### src/rtl/everloop_arb_pkg.sv
// Shared types and defaults for the everloop Wishbone arbiter.
package everloop_arb_pkg;

  localparam int unsigned GAP_CYCLES_DEF = 3;

  typedef enum logic [1:0] {
    ST_IDLE,
    ST_ISSUE,
    ST_ACK,
    ST_GAP
  } arb_state_e;

  typedef enum logic {
    GNT_A = 1'b0,
    GNT_B = 1'b1
  } gnt_e;

endpackage

### src/rtl/rr_arb2.sv
// Two-way round-robin picker; a held lock keeps the grant with the last owner.
module rr_arb2
  import everloop_arb_pkg::*;
(
  input  logic       clk,
  input  logic       nrst,
  input  logic [1:0] req,
  input  logic       advance,
  input  logic       lock,
  output gnt_e       gnt,
  output logic       gnt_vld
);

  gnt_e last_q;

  // Last-granted port; reset makes port A the preferred one.
  always_ff @(posedge clk or negedge nrst) begin
    if (!nrst) begin
      last_q <= GNT_B;
    end else if (advance) begin
      last_q <= gnt;
    end
  end

  always_comb begin
    gnt     = GNT_A;
    gnt_vld = 1'b0;
    if (lock) begin
      gnt     = last_q;
      gnt_vld = (last_q == GNT_A) ? req[0] : req[1];
    end else if (req[0] && req[1]) begin
      gnt     = (last_q == GNT_A) ? GNT_B : GNT_A;
      gnt_vld = 1'b1;
    end else if (req[0]) begin
      gnt     = GNT_A;
      gnt_vld = 1'b1;
    end else if (req[1]) begin
      gnt     = GNT_B;
      gnt_vld = 1'b1;
    end
  end

endmodule

### src/rtl/everloop_wb_arb.sv
// Two-master Wishbone arbiter/sequencer for the everloop LED-ring slave.
// Define EVERLOOP_ARB_LOCK_EN to add per-port ownership lock inputs.
module everloop_wb_arb
  import everloop_arb_pkg::*;
#(
  parameter int unsigned ADR_W      = 14,
  parameter int unsigned DAT_W      = 16,
  parameter int unsigned GAP_CYCLES = GAP_CYCLES_DEF
) (
  input  logic             clk,
  input  logic             nrst,
  input  logic             a_cyc_i,
  input  logic             a_stb_i,
  input  logic             a_we_i,
  input  logic [ADR_W-1:0] a_adr_i,
  input  logic [1:0]       a_sel_i,
  input  logic [DAT_W-1:0] a_dat_i,
  output logic [DAT_W-1:0] a_dat_o,
  output logic             a_ack_o,
  input  logic             b_cyc_i,
  input  logic             b_stb_i,
  input  logic             b_we_i,
  input  logic [ADR_W-1:0] b_adr_i,
  input  logic [1:0]       b_sel_i,
  input  logic [DAT_W-1:0] b_dat_i,
  output logic [DAT_W-1:0] b_dat_o,
  output logic             b_ack_o,
`ifdef EVERLOOP_ARB_LOCK_EN
  input  logic             a_lock_i,
  input  logic             b_lock_i,
`endif
  output logic             s_cyc_o,
  output logic             s_stb_o,
  output logic             s_we_o,
  output logic [ADR_W-1:0] s_adr_o,
  output logic [1:0]       s_sel_o,
  output logic [DAT_W-1:0] s_dat_o,
  input  logic [DAT_W-1:0] s_dat_i
);

  localparam int unsigned CNT_W = (GAP_CYCLES > 1) ? $clog2(GAP_CYCLES) : 1;

  arb_state_e       state;
  gnt_e             gnt;
  gnt_e             gnt_q;
  logic             gnt_vld;
  logic             owned;
  logic [CNT_W-1:0] gap_cnt;
  logic             a_lock;
  logic             b_lock;
  logic             own_cyc;

`ifdef EVERLOOP_ARB_LOCK_EN
  assign a_lock = a_lock_i;
  assign b_lock = b_lock_i;
`else
  assign a_lock = 1'b0;
  assign b_lock = 1'b0;
`endif

  assign own_cyc = (gnt_q == GNT_A) ? a_cyc_i : b_cyc_i;

  rr_arb2 u_rr (
    .clk     (clk),
    .nrst    (nrst),
    .req     ({b_cyc_i & b_stb_i, a_cyc_i & a_stb_i}),
    .advance (state == ST_IDLE && gnt_vld),
    .lock    (owned),
    .gnt     (gnt),
    .gnt_vld (gnt_vld)
  );

  // Sequencer: one-cycle slave strobe, generated ack, post-write idle gap.
  always_ff @(posedge clk or negedge nrst) begin
    if (!nrst) begin
      state   <= ST_IDLE;
      gnt_q   <= GNT_A;
      owned   <= 1'b0;
      gap_cnt <= '0;
      s_cyc_o <= 1'b0;
      s_stb_o <= 1'b0;
      s_we_o  <= 1'b0;
      s_adr_o <= '0;
      s_sel_o <= '0;
      s_dat_o <= '0;
      a_ack_o <= 1'b0;
      b_ack_o <= 1'b0;
      a_dat_o <= '0;
      b_dat_o <= '0;
    end else begin
      a_ack_o <= 1'b0;
      b_ack_o <= 1'b0;
      case (state)
        ST_IDLE: begin
          if (owned && !own_cyc) owned <= 1'b0;
          if (gnt_vld) begin
            gnt_q <= gnt;
            if (gnt == GNT_A) begin
              s_we_o  <= a_we_i;
              s_adr_o <= a_adr_i;
              s_sel_o <= a_sel_i;
              s_dat_o <= a_dat_i;
            end else begin
              s_we_o  <= b_we_i;
              s_adr_o <= b_adr_i;
              s_sel_o <= b_sel_i;
              s_dat_o <= b_dat_i;
            end
            s_cyc_o <= 1'b1;
            s_stb_o <= 1'b1;
            state   <= ST_ISSUE;
          end
        end
        ST_ISSUE: begin
          s_cyc_o <= 1'b0;
          s_stb_o <= 1'b0;
          state   <= ST_ACK;
          // An abandoned cycle gets no ack, but the slave access already happened.
          if (gnt_q == GNT_A && a_cyc_i) begin
            a_ack_o <= 1'b1;
            if (!s_we_o) a_dat_o <= s_dat_i;
          end
          if (gnt_q == GNT_B && b_cyc_i) begin
            b_ack_o <= 1'b1;
            if (!s_we_o) b_dat_o <= s_dat_i;
          end
        end
        ST_ACK: begin
          owned <= (gnt_q == GNT_A) ? a_lock : b_lock;
          if (s_we_o) begin
            gap_cnt <= CNT_W'(GAP_CYCLES - 1);
            state   <= ST_GAP;
          end else begin
            state <= ST_IDLE;
          end
        end
        ST_GAP: begin
          if (gap_cnt == '0) state <= ST_IDLE;
          else gap_cnt <= gap_cnt - CNT_W'(1);
        end
        default: state <= ST_IDLE;
      endcase
    end
  end

endmodule
### config.mk
export PLATFORM = sky130hd
export DESIGN_NAME = everloop_wb_arb
export DESIGN_NICKNAME = d
export VERILOG_FILES = /design/src/rtl/everloop_arb_pkg.sv /design/src/rtl/rr_arb2.sv /design/src/rtl/everloop_wb_arb.sv
export SDC_FILE = /design/constraint.sdc
export NUM_CORES = 1
export LEC_CHECK = 0
export ABC_AREA = 1
export ABC_CLOCK_PERIOD_IN_PS = 1900
export BUFFER_PORTS_ARGS = -buffer_cell sky130_fd_sc_hd__buf_4
export CORE_UTILIZATION = 29
export DETAILED_ROUTE_END_ITERATION = 16
export GPL_ROUTABILITY_DRIVEN = 0
export GPL_TIMING_DRIVEN = 0
export REMOVE_ABC_BUFFERS = 1
export SLEW_MARGIN = 20
export SYNTH_ARGS = -nofsm -noshare
export SYNTH_HDL_FRONTEND = slang
export SYNTH_SLANG_ARGS = --single-unit
export TNS_END_PERCENT = 1
### constraint.sdc
create_clock -name clk -period 1.9 [get_ports clk]
set_clock_uncertainty 0.15 [all_clocks]
set_input_delay 0 -clock clk [delete_from_list [all_inputs] [get_ports clk]]
set_output_delay 0 -clock clk [all_outputs]
set_load 0.03 [all_outputs]
==> results of run 1 <==
## through the flow
stage	worst slack, ns	power [uW]	util	TNS [ns]
global placement	-1.54	6680	0.400	-55.32
floorplan	-0.581	5100	-	-18.57
global route	-0.0266	9450	0.507	-0.266
finish	0.0895	8880	0.507	0
detailed placement	-0.792	6750	0.401	-29.88
CTS	-0.0179	8880	0.503	-0.0796
## critical path, cell delays in order (launching register included)
cell     delay [ns]
dfrtp_2        0.47
nor3_4         0.62
nand2_4        0.27
nand2_1        0.13
nand2_1        0.05
## sequential cells by signal (all words and copies together) (netlist names), 2 cells and up
register and cells:
a_dat_o 16, b_dat_o 16, gap_cnt 2, s_adr_o 14
s_dat_o 16, s_sel_o 2, state 2
## path summary, 6_finish.rpt
kind | start | end | slack (ns) | depth (start not counted)
worst max-delay path | s_we_o$_DFFE_PN0P_ | a_dat_o[0]$_DFFE_PN0P_ | 0.09 | 4
worst min-delay path | a_stb_i | u_rr.last_q$_DFFE_PN1P_ | 0.12 | 5
worst max register to register | s_we_o$_DFFE_PN0P_ | a_dat_o[0]$_DFFE_PN0P_ | 0.09 | 4
worst min register to register | a_dat_o[7]$_DFFE_PN0P_ | a_dat_o[7]$_DFFE_PN0P_ | 0.32 | 2
max in group asynchronous | nrst | s_we_o$_DFFE_PN0P_ | 0.73 | 2
min in group asynchronous | nrst | a_dat_o[14]$_DFFE_PN0P_ | 0.22 | 2
## report_power, final
group	internal [uW]	switching, uW
Sequential	2290	484
Combinational	1530	2710
Clock	1190	669
## synthesized netlist by cell type
master,count,area [um2]
nand3_1,99,495
clkbuf_1,7,26.3
ha_1,1,12.5
o21ai_0,3,15.0
buf_2,10,50.1
nor3_1,2,10.0
dfrtp_1,73,1830
nand2_2,1,6.26
inv_2,4,15.0
clkinv_1,1,3.75
nand4_1,1,6.26
nor2_4,1,11.3
dfstp_2,1,26.3
a21oi_4,1,16.3
nand2_1,178,668
inv_1,75,282
nand2_4,1,11.3
buf_4,5,37.5
nor3_4,2,32.5
o22ai_1,1,6.26
buf_6,1,11.3
a21boi_0,1,7.51
## layout make-up
class                           count  area (um2)
Tap cell                          147         184
Timing Repair Buffer              244        2060
Sequential cell                    74        1850
Clock buffer                       10         239
Inverter                           80         309
Fill cell                        1071        5920
Clock inverter                      6        90.1
Multi-Input combinational cell    294        1360
## layer usage
layer  wire [um]  GRT usage  vias up
li1            -          -     1911
met1        5260      0.243     1786
met2        5490      0.311      199
met3        1040     0.0611       18
met4         183     0.0737        0
met5           0          0        -
## timing repair
action                     4_1_cts  5_1_grt
buffers inserted                 0        3
pin swaps                        4        3
cloned                           1        1
hold endpoints to repair       140        0
gates resized for setup         10        1
hold buffers                    85        0
setup endpoints to repair       69       66
## logic make-up (layout without fill, tap and decap cells)
group / after synthesis / count (layout) / synth area share
DFF: 74 / 74 / 0.518
and+or+nand+nor: 285 / 286 / 0.347
buffers and inverters: 103 / 340 / 0.119
AOI/OAI and AO/OA: 6 / 7 / 0.0126
adders and majority gates: 1 / 1 / 0.00350
==> summary.md, run 1 <==
| Metric | Value |
|---|---|
| DR iter-0 viols | `231` |
| Initial core utilization | `0.298` |
| Grt ovf | `0` |
| Required time of the critical path | `1.96 ns` |
| YS warnings | `0` |
| Syn-to-layout area delta | `70.3%` |
| TritonRoute pass-1 iters | `4` |
| Worst Hold Class | `in -> reg` |
| Max transition margin | `0.371` |
| Syn avg cell area | `7.63 um2` |
| CP max FO | `17` |
| Die height | `113 um` |
| H-tree levels | `3` |
| Nets@finish | `792` |
| Status | `finished, final reports clean` |
| Cells after DPL | `749` |
| Seq/Total Area, Yosys | `0.518` |
| Type of origin of the critical path | `register` |
| Vias | `3,914` |
| Final ANT Viol Nets | `0` |
| First-pass GRT wire length | `19,300 um` |
| WS Path Type | `reg -> reg` |
| Worst slew pin tran | `0.943 ns` |
| Count of cell types in the netlist | `22` |
| Final Critical Period | `1.81 ns` |
| Pin count of the biggest net entering global routing | `75` |
| Post-synthesis register bit count | `74` |
| CORE AREA | `12,000 um2` |
| IO Pins | `157` |
| Most frequent cells in the layout | `176 x nand2_1, 158 x buf_4, 98 x nand3_1, 85 x dlygate4sd3_1, 75 x inv_1` |
| Layout cell share with drive strength beyond 1 | `0.273` |
| Residual DRC | `0` |
| Commonest non-fill, non-tap cell in the layout | `nand2_1` |
| DP HPWL | `6730 um` |
| Row cnt | `40` |
| CTS tree | `built` |
| Skew-Pair Late Insertion Delay | `0.33 ns` |
| Routed WL per cell | `14.0 um` |
| Diode count | `0` |
| CTS clk-pin slew, worst paths | `0.06 ns` |
| Clock root cell | `clkbuf_16` |
| Crit share post-route | `0.953` |
| Die area | `12,800 um2` |
| IO Port Bufs | `156` |
| Max-Cap Viols | `0` |
| CP endpoint kind | `register` |
| Setup violations, final | `0` |
| Worst Path Arrival | `1.88 ns` |
| Clock tree buffer depth | `2` |
| Slew Limit Fails | `0` |
| Netlist Area Pre-Place | `3580 um2` |
| RSZ-0062 raised after global routing | `true` |
| Total CTS buffers | `9` |
| Initial antenna violation count | `0` |
| CTS Sinks | `74` |
| Placed inst area | `4810 um2` |
| GRT Total Usage | `0.193` |
| Static leakage | `0.00343 uW` |
| Pwr dens | `1460 nW/um2` |
| Via density per instance | `4.58` |
| Post-route insts no fill | `855` |
| Die Width | `113 um` |
| Post-Syn Instances | `469` |
| Number of global-route vias before repair | `3,902` |
| Post-route cell area | `6090 um2` |
| Hold Fails Final Rpt | `0` |
| Final WL | `12,000 um` |
| Fmax | `552 MHz` |
| Hold WS | `0.115 ns` |
| VDD IR-drop max | `695 uV` |
No activity file was read; power rests on OpenSTA's default activity.
==> run 2: changes to the inputs <==
--- a/config.mk
+++ b/config.mk
@@ -8,10 +8,13 @@
 export ABC_AREA = 1
 export ABC_CLOCK_PERIOD_IN_PS = 1900
 export BUFFER_PORTS_ARGS = -buffer_cell sky130_fd_sc_hd__buf_4
-export CORE_UTILIZATION = 29
+export CELL_PAD_IN_SITES_DETAIL_PLACEMENT = 0
+export CELL_PAD_IN_SITES_GLOBAL_PLACEMENT = 2
+export CORE_UTILIZATION = 25
 export DETAILED_ROUTE_END_ITERATION = 16
 export GPL_ROUTABILITY_DRIVEN = 0
 export GPL_TIMING_DRIVEN = 0
+export PLACE_DENSITY_LB_ADDON = 0.1
 export REMOVE_ABC_BUFFERS = 1
 export SLEW_MARGIN = 20
 export SYNTH_ARGS = -nofsm -noshare
==> run 2 against run 1 <==
  * Power down 2.0%
  * Clock power down 9%
  * Worst setup slack better by 0.063 ns
  * Sequential share of layout area down 0.18 points
  * Critical path depth up 2
  * Global-route usage down 2.3 points
  * Routed wire length up 2.8%
  * Largest cell class unchanged
  * Sequential cell count unchanged
  * Sequential power about the same
  * Critical path type unchanged
  * Core utilization down 6.7 points
  * Register-to-register slack better by 0.06 ns
  * Count of clock-buffer cells in the layout up 2
==> summary.md, run 2 (synthesis results as in run 1) <==
| Metric | Value |
|---|---|
| CP max FO | `34 (was 17)` |
| Clock Power Share | `0.194 (was 0.209)` |
| IO Port Bufs | `156 (unchanged)` |
| Layout cell share with drive strength beyond 1 | `0.273 (about the same)` |
| Max-Cap Viols | `0 (unchanged)` |
| Post-route cell area | `6130 um2 (was 6090 um2)` |
| Worst Path Arrival | `1.79 ns (was 1.88 ns)` |
| DR iter-0 viols | `112 (was 231)` |
| Critical path, cell by cell | `nand3_2, buf_12, nand2_8, inv_1, nand2_1, o21ai_0 (was nor3_4, nand2_4, nand2_1, nand2_1)` |
| Die Width | `122 um (was 113 um)` |
| Comb pwr share | `0.491 (was 0.478)` |
| Internal | `4880 uW (was 5010 uW)` |
| Crit share post-route | `0.920 (was 0.953)` |
| Pin count of the biggest net entering global routing | `75 (unchanged)` |
| Commonest non-fill, non-tap cell in the layout | `nand2_1 (unchanged)` |
| Required time of the critical path | `1.95 ns (was 1.96 ns)` |
| Slew Limit Fails | `0 (unchanged)` |
| Placed inst area | `4880 um2 (was 4810 um2)` |
| Initial antenna violation count | `0 (unchanged)` |
| Number of global-route vias before repair | `3,812 (was 3,902)` |
| Residual DRC | `0 (unchanged)` |
| CTS Sinks | `74 (unchanged)` |
| VDD IR-drop max | `511 uV (was 695 uV)` |
| Row cnt | `43 (was 40)` |
| Hold Fails Final Rpt | `0 (unchanged)` |
| CTS tree | `built (unchanged)` |
| Total CTS buffers | `9 (unchanged)` |
| GR peak layer | `met2 (unchanged)` |
| TritonRoute pass-1 iters | `4 (unchanged)` |
| Max transition margin | `0.492 (was 0.371)` |
| Met1 usage | `0.201 (was 0.243)` |
| RSZ-0062 raised after global routing | `false (was true)` |
| Skew-Pair Late Insertion Delay | `0.34 ns (was 0.33 ns)` |
| Nets@finish | `796 (was 792)` |
| Final WL | `12,300 um (was 12,000 um)` |
| M3 GR Usage | `0.0492 (was 0.0611)` |
| Status | `finished, final reports clean (unchanged)` |
| Pwr dens | `1420 nW/um2 (was 1460 nW/um2)` |
| Met2 usage | `0.297 (was 0.311)` |
| Largest stage delay, worst path | `0.53 ns (was 0.62 ns)` |
| Die area | `14,800 um2 (was 12,800 um2)` |
| Setup violations, final | `0 (unchanged)` |
| Final Critical Period | `1.75 ns (was 1.81 ns)` |
| Reg power frac | `0.315 (was 0.313)` |
| WS Path Type | `reg -> reg (unchanged)` |
| Registers with the most flip-flops | `a_dat_o (16), b_dat_o (16), s_dat_o (16) (unchanged)` |
| Routed WL per cell | `13.8 um (was 14.0 um)` |
| Sw power | `3830 uW (was 3870 uW)` |
| Most frequent cells in the layout | `176 x nand2_1, 160 x buf_4, 98 x nand3_1, 86 x dlygate4sd3_1, 75 x inv_1 (was 176 x nand2_1, 158 x buf_4, 98 x nand3_1, 85 x dlygate4sd3_1, 75 x inv_1)` |
| Sw frac | `0.440 (was 0.435)` |
| IO Pins | `157 (unchanged)` |
| Type of origin of the critical path | `register (unchanged)` |
| DP HPWL | `7050 um (was 6730 um)` |
| GRT Total Usage | `0.171 (was 0.193)` |
| First-pass GRT wire length | `19,100 um (was 19,300 um)` |
| CTS clk-pin slew, worst paths | `0.06 ns (about the same)` |
| Vias | `3,802 (was 3,914)` |
| Syn-to-layout area delta | `71.4% (was 70.3%)` |
| Diode count | `0 (unchanged)` |
| Final ANT Viol Nets | `0 (unchanged)` |
| Die height | `122 um (was 113 um)` |
| Worst Hold Class | `in -> reg (unchanged)` |
| Slowest-stage cell, CP | `dfstp_2 (was nor3_4)` |
| Clock root cell | `clkbuf_16 (unchanged)` |
| Via density per instance | `4.27 (was 4.58)` |
| Fmax | `572 MHz (was 552 MHz)` |
| CORE AREA | `13,900 um2 (was 12,000 um2)` |
| Total Power | `8710 uW (was 8880 uW)` |
| Worst slew pin tran | `0.762 ns (was 0.943 ns)` |
| Grt ovf | `0 (unchanged)` |
| CP endpoint kind | `register (unchanged)` |
| H-tree levels | `3 (unchanged)` |
| Layout fillers | `1,463 (was 1,071)` |
| Clock tree buffer depth | `2 (unchanged)` |
| Static leakage | `0.00344 uW (was 0.00343 uW)` |
| Initial core utilization | `0.257 (was 0.298)` |
==> run 2: metrics by stage <==
step | setup slack (ns) | hold slack [ns] | instances | TNS (ns) | util
2_1_floorplan | -0.581 | -0.446 | 446 | -18.57 | -
3_3_place_gp | -2.08 | 0.0916 | 782 | -76.33 | 0.348
3_5_place_dp | -0.781 | 0.0899 | 783 | -32.33 | 0.350
4_1_cts | -0.0889 | 0.0411 | 886 | -1.14 | 0.435
5_1_grt | 0.0202 | 0.0849 | 891 | 0 | 0.440
6_report | 0.153 | 0.0419 | 891 | 0 | 0.440
==> run 2: critical path: cells and delay by family, from the launching register on <==
family | cells | cell delay (ns)
flip-flops | 1 | 0.53
AND/OR/NAND/NOR | 3 | 0.52
buffers and inverters | 2 | 0.31
AO/OA/AOI/OAI | 1 | 0.08
==> run 2: what timing repair did <==
action,4_1_cts,5_1_grt
gates resized for setup,5,4
buffers inserted,2,2
hold buffers,85,1
cloned,1,1
pin swaps,5,2
setup endpoints to repair,69,56
endpoints found under the hold margin,140,21
==> run 2: power groups by stage <==
stage	Sequential, uW	Clock, uW	Combinational [uW]
after floorplan	3990	0	1110
after global placement	2740	0	4030
after detailed placement	2750	0	4070
after CTS	2740	1740	4280
after global routing	2850	1800	4650
final	2750	1690	4270
==> run 2: final cells by class <==
type / count / area, um2 / area share
timing repair buffer: 248 / 2110 / 0.344
clock buffer: 12 / 246 / 0.0402
clock inverter: 3 / 40.0 / 0.00653
sequential: 74 / 1860 / 0.303
tap: 180 / 225 / 0.0367
multi-input combinational: 294 / 1350 / 0.220
inverter: 80 / 304 / 0.0496
==> run 2: final timing paths <==
| kind | endpoint | cells after the start | start | slack [ns] |
|---|---|---|---|---|
| max in group asynchronous | s_adr_o[5]$_DFFE_PN0P_ | 4 | nrst | 0.54 |
| setup / recovery | gnt_q$_DFFE_PN0P_ | 6 | u_rr.last_q$_DFFE_PN1P_ | 0.15 |
| setup reg to reg | gnt_q$_DFFE_PN0P_ | 6 | u_rr.last_q$_DFFE_PN1P_ | 0.15 |
| hold reg to reg | b_dat_o[9]$_DFFE_PN0P_ | 2 | b_dat_o[9]$_DFFE_PN0P_ | 0.32 |
| hold / removal | s_dat_o[11]$_DFFE_PN0P_ | 5 | a_stb_i | 0.04 |
| min in group asynchronous | a_dat_o[8]$_DFFE_PN0P_ | 3 | nrst | 0.49 |
==> run 2: routing by layer <==
metal | vias up | share of wire
met5 | - | 0
met4 | 0 | 0.014
met3 | 13 | 0.059
met2 | 118 | 0.49
met1 | 1764 | 0.44
li1 | 1907 | -
==> run 3: changes to the inputs <==
--- a/config.mk
+++ b/config.mk
@@ -15,6 +15,7 @@
 export GPL_ROUTABILITY_DRIVEN = 0
 export GPL_TIMING_DRIVEN = 0
 export PLACE_DENSITY_LB_ADDON = 0.1
+export RECOVER_POWER = 25
 export REMOVE_ABC_BUFFERS = 1
 export SLEW_MARGIN = 20
 export SYNTH_ARGS = -nofsm -noshare
==> run 3 against run 2 <==
  * Register-to-register slack about the same
  * Critical path depth unchanged
  * Sequential share of layout area increased by 1.0 points
  * Sequential cell count unchanged
  * Critical endpoint unchanged
  * Sequential power about the same
  * Clock power about the same
  * Cell count unchanged
==> summary.md, run 3 (synthesis results as in run 1) <==
| Metric | Value |
|---|---|
| Setup violations, final | `0 (unchanged)` |
| Critical path, cell by cell | `nand3_2, buf_12, nand2_8, inv_1, nand2_1, o21ai_0 (unchanged)` |
| Final ANT Viol Nets | `0 (unchanged)` |
| CORE AREA | `13,900 um2 (unchanged)` |
| Hold Fails Final Rpt | `0 (unchanged)` |
| DP HPWL | `7050 um (unchanged)` |
| CP max FO | `34 (unchanged)` |
| Sw frac | `0.462 (was 0.440)` |
| Slew Limit Fails | `0 (unchanged)` |
| Clock Power Share | `0.204 (was 0.194)` |
| Initial core utilization | `0.257 (unchanged)` |
| Most frequent cells in the layout | `176 x nand2_1, 106 x buf_4, 98 x nand3_1, 86 x dlygate4sd3_1, 75 x inv_1 (was 176 x nand2_1, 160 x buf_4, 98 x nand3_1, 86 x dlygate4sd3_1, 75 x inv_1)` |
| Registers with the most flip-flops | `a_dat_o (16), b_dat_o (16), s_dat_o (16) (unchanged)` |
| RSZ-0062 raised after global routing | `false (unchanged)` |
| Worst Path Arrival | `1.79 ns (about the same)` |
| Grt ovf | `0 (unchanged)` |
| IO Pins | `157 (unchanged)` |
| Residual DRC | `0 (unchanged)` |
| TritonRoute pass-1 iters | `5 (was 4)` |
| CTS clk-pin slew, worst paths | `0.06 ns (about the same)` |
| Vias | `3,795 (was 3,802)` |
| CTS Sinks | `74 (unchanged)` |
| Clock tree buffer depth | `2 (unchanged)` |
| Reg power frac | `0.331 (was 0.315)` |
| Placed inst area | `4880 um2 (unchanged)` |
| Max-Cap Viols | `0 (unchanged)` |
| Post-route insts no fill | `891 (unchanged)` |
| CP endpoint kind | `register (unchanged)` |
| Comb pwr share | `0.466 (was 0.491)` |
| Die Width | `122 um (unchanged)` |
| Worst slew pin tran | `0.760 ns (was 0.762 ns)` |
| First-pass GRT wire length | `19,100 um (unchanged)` |
| Internal | `4450 uW (was 4880 uW)` |
| Post-route cell area | `5930 um2 (was 6130 um2)` |
| Die height | `122 um (unchanged)` |
| WP buf/inv | `2 (unchanged)` |
| Final Critical Period | `1.75 ns (about the same)` |
| Layout cell share with drive strength beyond 1 | `0.197 (was 0.273)` |
| Required time of the critical path | `1.94 ns (was 1.95 ns)` |
| Type of origin of the critical path | `register (unchanged)` |
| Max transition margin | `0.493 (was 0.492)` |
| Fmax | `572 MHz (about the same)` |
| Pin count of the biggest net entering global routing | `75 (unchanged)` |
| Final core utilization | `0.425 (was 0.440)` |
| Cells after DPL | `783 (unchanged)` |
| Via density per instance | `4.26 (was 4.27)` |
| Total Power | `8270 uW (was 8710 uW)` |
| Total CTS buffers | `9 (unchanged)` |
| Slowest-stage cell, CP | `dfstp_2 (unchanged)` |
| Number of global-route vias before repair | `3,812 (unchanged)` |
| Skew-Pair Late Insertion Delay | `0.34 ns (about the same)` |
| Nets@finish | `796 (unchanged)` |
| Pwr dens | `1390 nW/um2 (was 1420 nW/um2)` |
| Static leakage | `0.00324 uW (was 0.00344 uW)` |
| Sw power | `3820 uW (was 3830 uW)` |
| Die area | `14,800 um2 (unchanged)` |
| Initial antenna violation count | `0 (unchanged)` |
| GRT Total Usage | `0.171 (unchanged)` |
| Diode count | `0 (unchanged)` |
| H-tree levels | `3 (unchanged)` |
| IO Port Bufs | `156 (unchanged)` |
| Crit share post-route | `0.920 (about the same)` |
| WS Path Type | `reg -> reg (unchanged)` |
| Hold WS | `0.0465 ns (was 0.0419 ns)` |
| Commonest non-fill, non-tap cell in the layout | `nand2_1 (unchanged)` |
| Clock root cell | `clkbuf_16 (unchanged)` |
| Worst Hold Class | `in -> reg (unchanged)` |
| Row cnt | `43 (unchanged)` |
| Largest stage delay, worst path | `0.53 ns (about the same)` |
| Largest delay share family, worst path | `flip-flops (unchanged)` |
| Status | `finished, final reports clean (unchanged)` |
| Syn-to-layout area delta | `65.7% (was 71.4%)` |
| Routed WL per cell | `13.9 um (was 13.8 um)` |
| CTS tree | `built (unchanged)` |
| Final WL | `12,300 um (about the same)` |
| VDD IR-drop max | `497 uV (was 511 uV)` |
| DR iter-0 viols | `100 (was 112)` |
==> run 3: cell types whose count changed in the layout (fill, tap and decap cells not counted) <==
cell	previous run	this run
buf_4	160	106
clkbuf_1	2	56
==> run 3: power groups by stage <==
stage | clock, uW | combinational, uW | sequential, uW
2_1_floorplan | 0 | 1110 | 3990
3_3_place_gp | 0 | 4030 | 2740
3_5_place_dp | 0 | 4070 | 2750
4_1_cts | 1740 | 4280 | 2740
5_1_grt | 1800 | 4230 | 2840
6_report | 1680 | 3850 | 2730
==> run 3: layer usage <==
metal	GRT usage	part of all wire
met2	0.297	0.49
met5	0	0
met1	0.201	0.44
met4	0.0563	0.012
met3	0.0492	0.062
==> run 3: cell type report <==
type                    instances  area [um2]
multi-input cells             294        1350
inverters                      80         304
flip-flops and latches         74        1860
well taps                     180         225
repair buffers                248        1910
clock inverters                 3        40.0
fillers                      1500        8010
clock buffers                  12         246
==> run 3: final timing paths <==
kind                                          from                       to  slack, ns  cells past startpoint
max                        u_rr.last_q$_DFFE_PN1P_        gnt_q$_DFFE_PN0P_       0.15                      6
min                                        a_stb_i  s_dat_o[11]$_DFFE_PN0P_       0.05                      5
max reg2reg                u_rr.last_q$_DFFE_PN1P_        gnt_q$_DFFE_PN0P_       0.15                      6
min reg2reg                 b_dat_o[2]$_DFFE_PN0P_   b_dat_o[2]$_DFFE_PN0P_       0.32                      2
max in group asynchronous                     nrst  s_dat_o[14]$_DFFE_PN0P_       0.54                      4
min in group asynchronous                     nrst   a_dat_o[8]$_DFFE_PN0P_       0.49                      3
==> run 3: stage by stage <==
stage | setup TNS [ns] | setup WS [ns]
6_report | 0 | 0.151
5_1_grt | 0 | 0.0202
4_1_cts | -1.14 | -0.0889
3_5_place_dp | -32.33 | -0.781
3_3_place_gp | -76.33 | -2.08
2_1_floorplan | -18.57 | -0.581
==> run 3: what timing repair did <==
| action | 4_1_cts | 5_1_grt |
|---|---|---|
| hold buffers | 85 | 1 |
| gates cloned | 1 | 1 |
| setup endpoints to repair | 69 | 56 |
| pin swaps | 5 | 2 |
| gates resized for setup | 5 | 4 |
| endpoints found under the hold margin | 140 | 21 |
| buffers inserted | 2 | 2 |
==> run 3: worst register-to-register path: cells and delay by family (launching register included) <==
family                 cells  cell delay, ns
and+or+nand+nor            3            0.54
DFF                        1            0.53
buffers and inverters      2            0.32
AOI/OAI and AO/OA          1            0.07
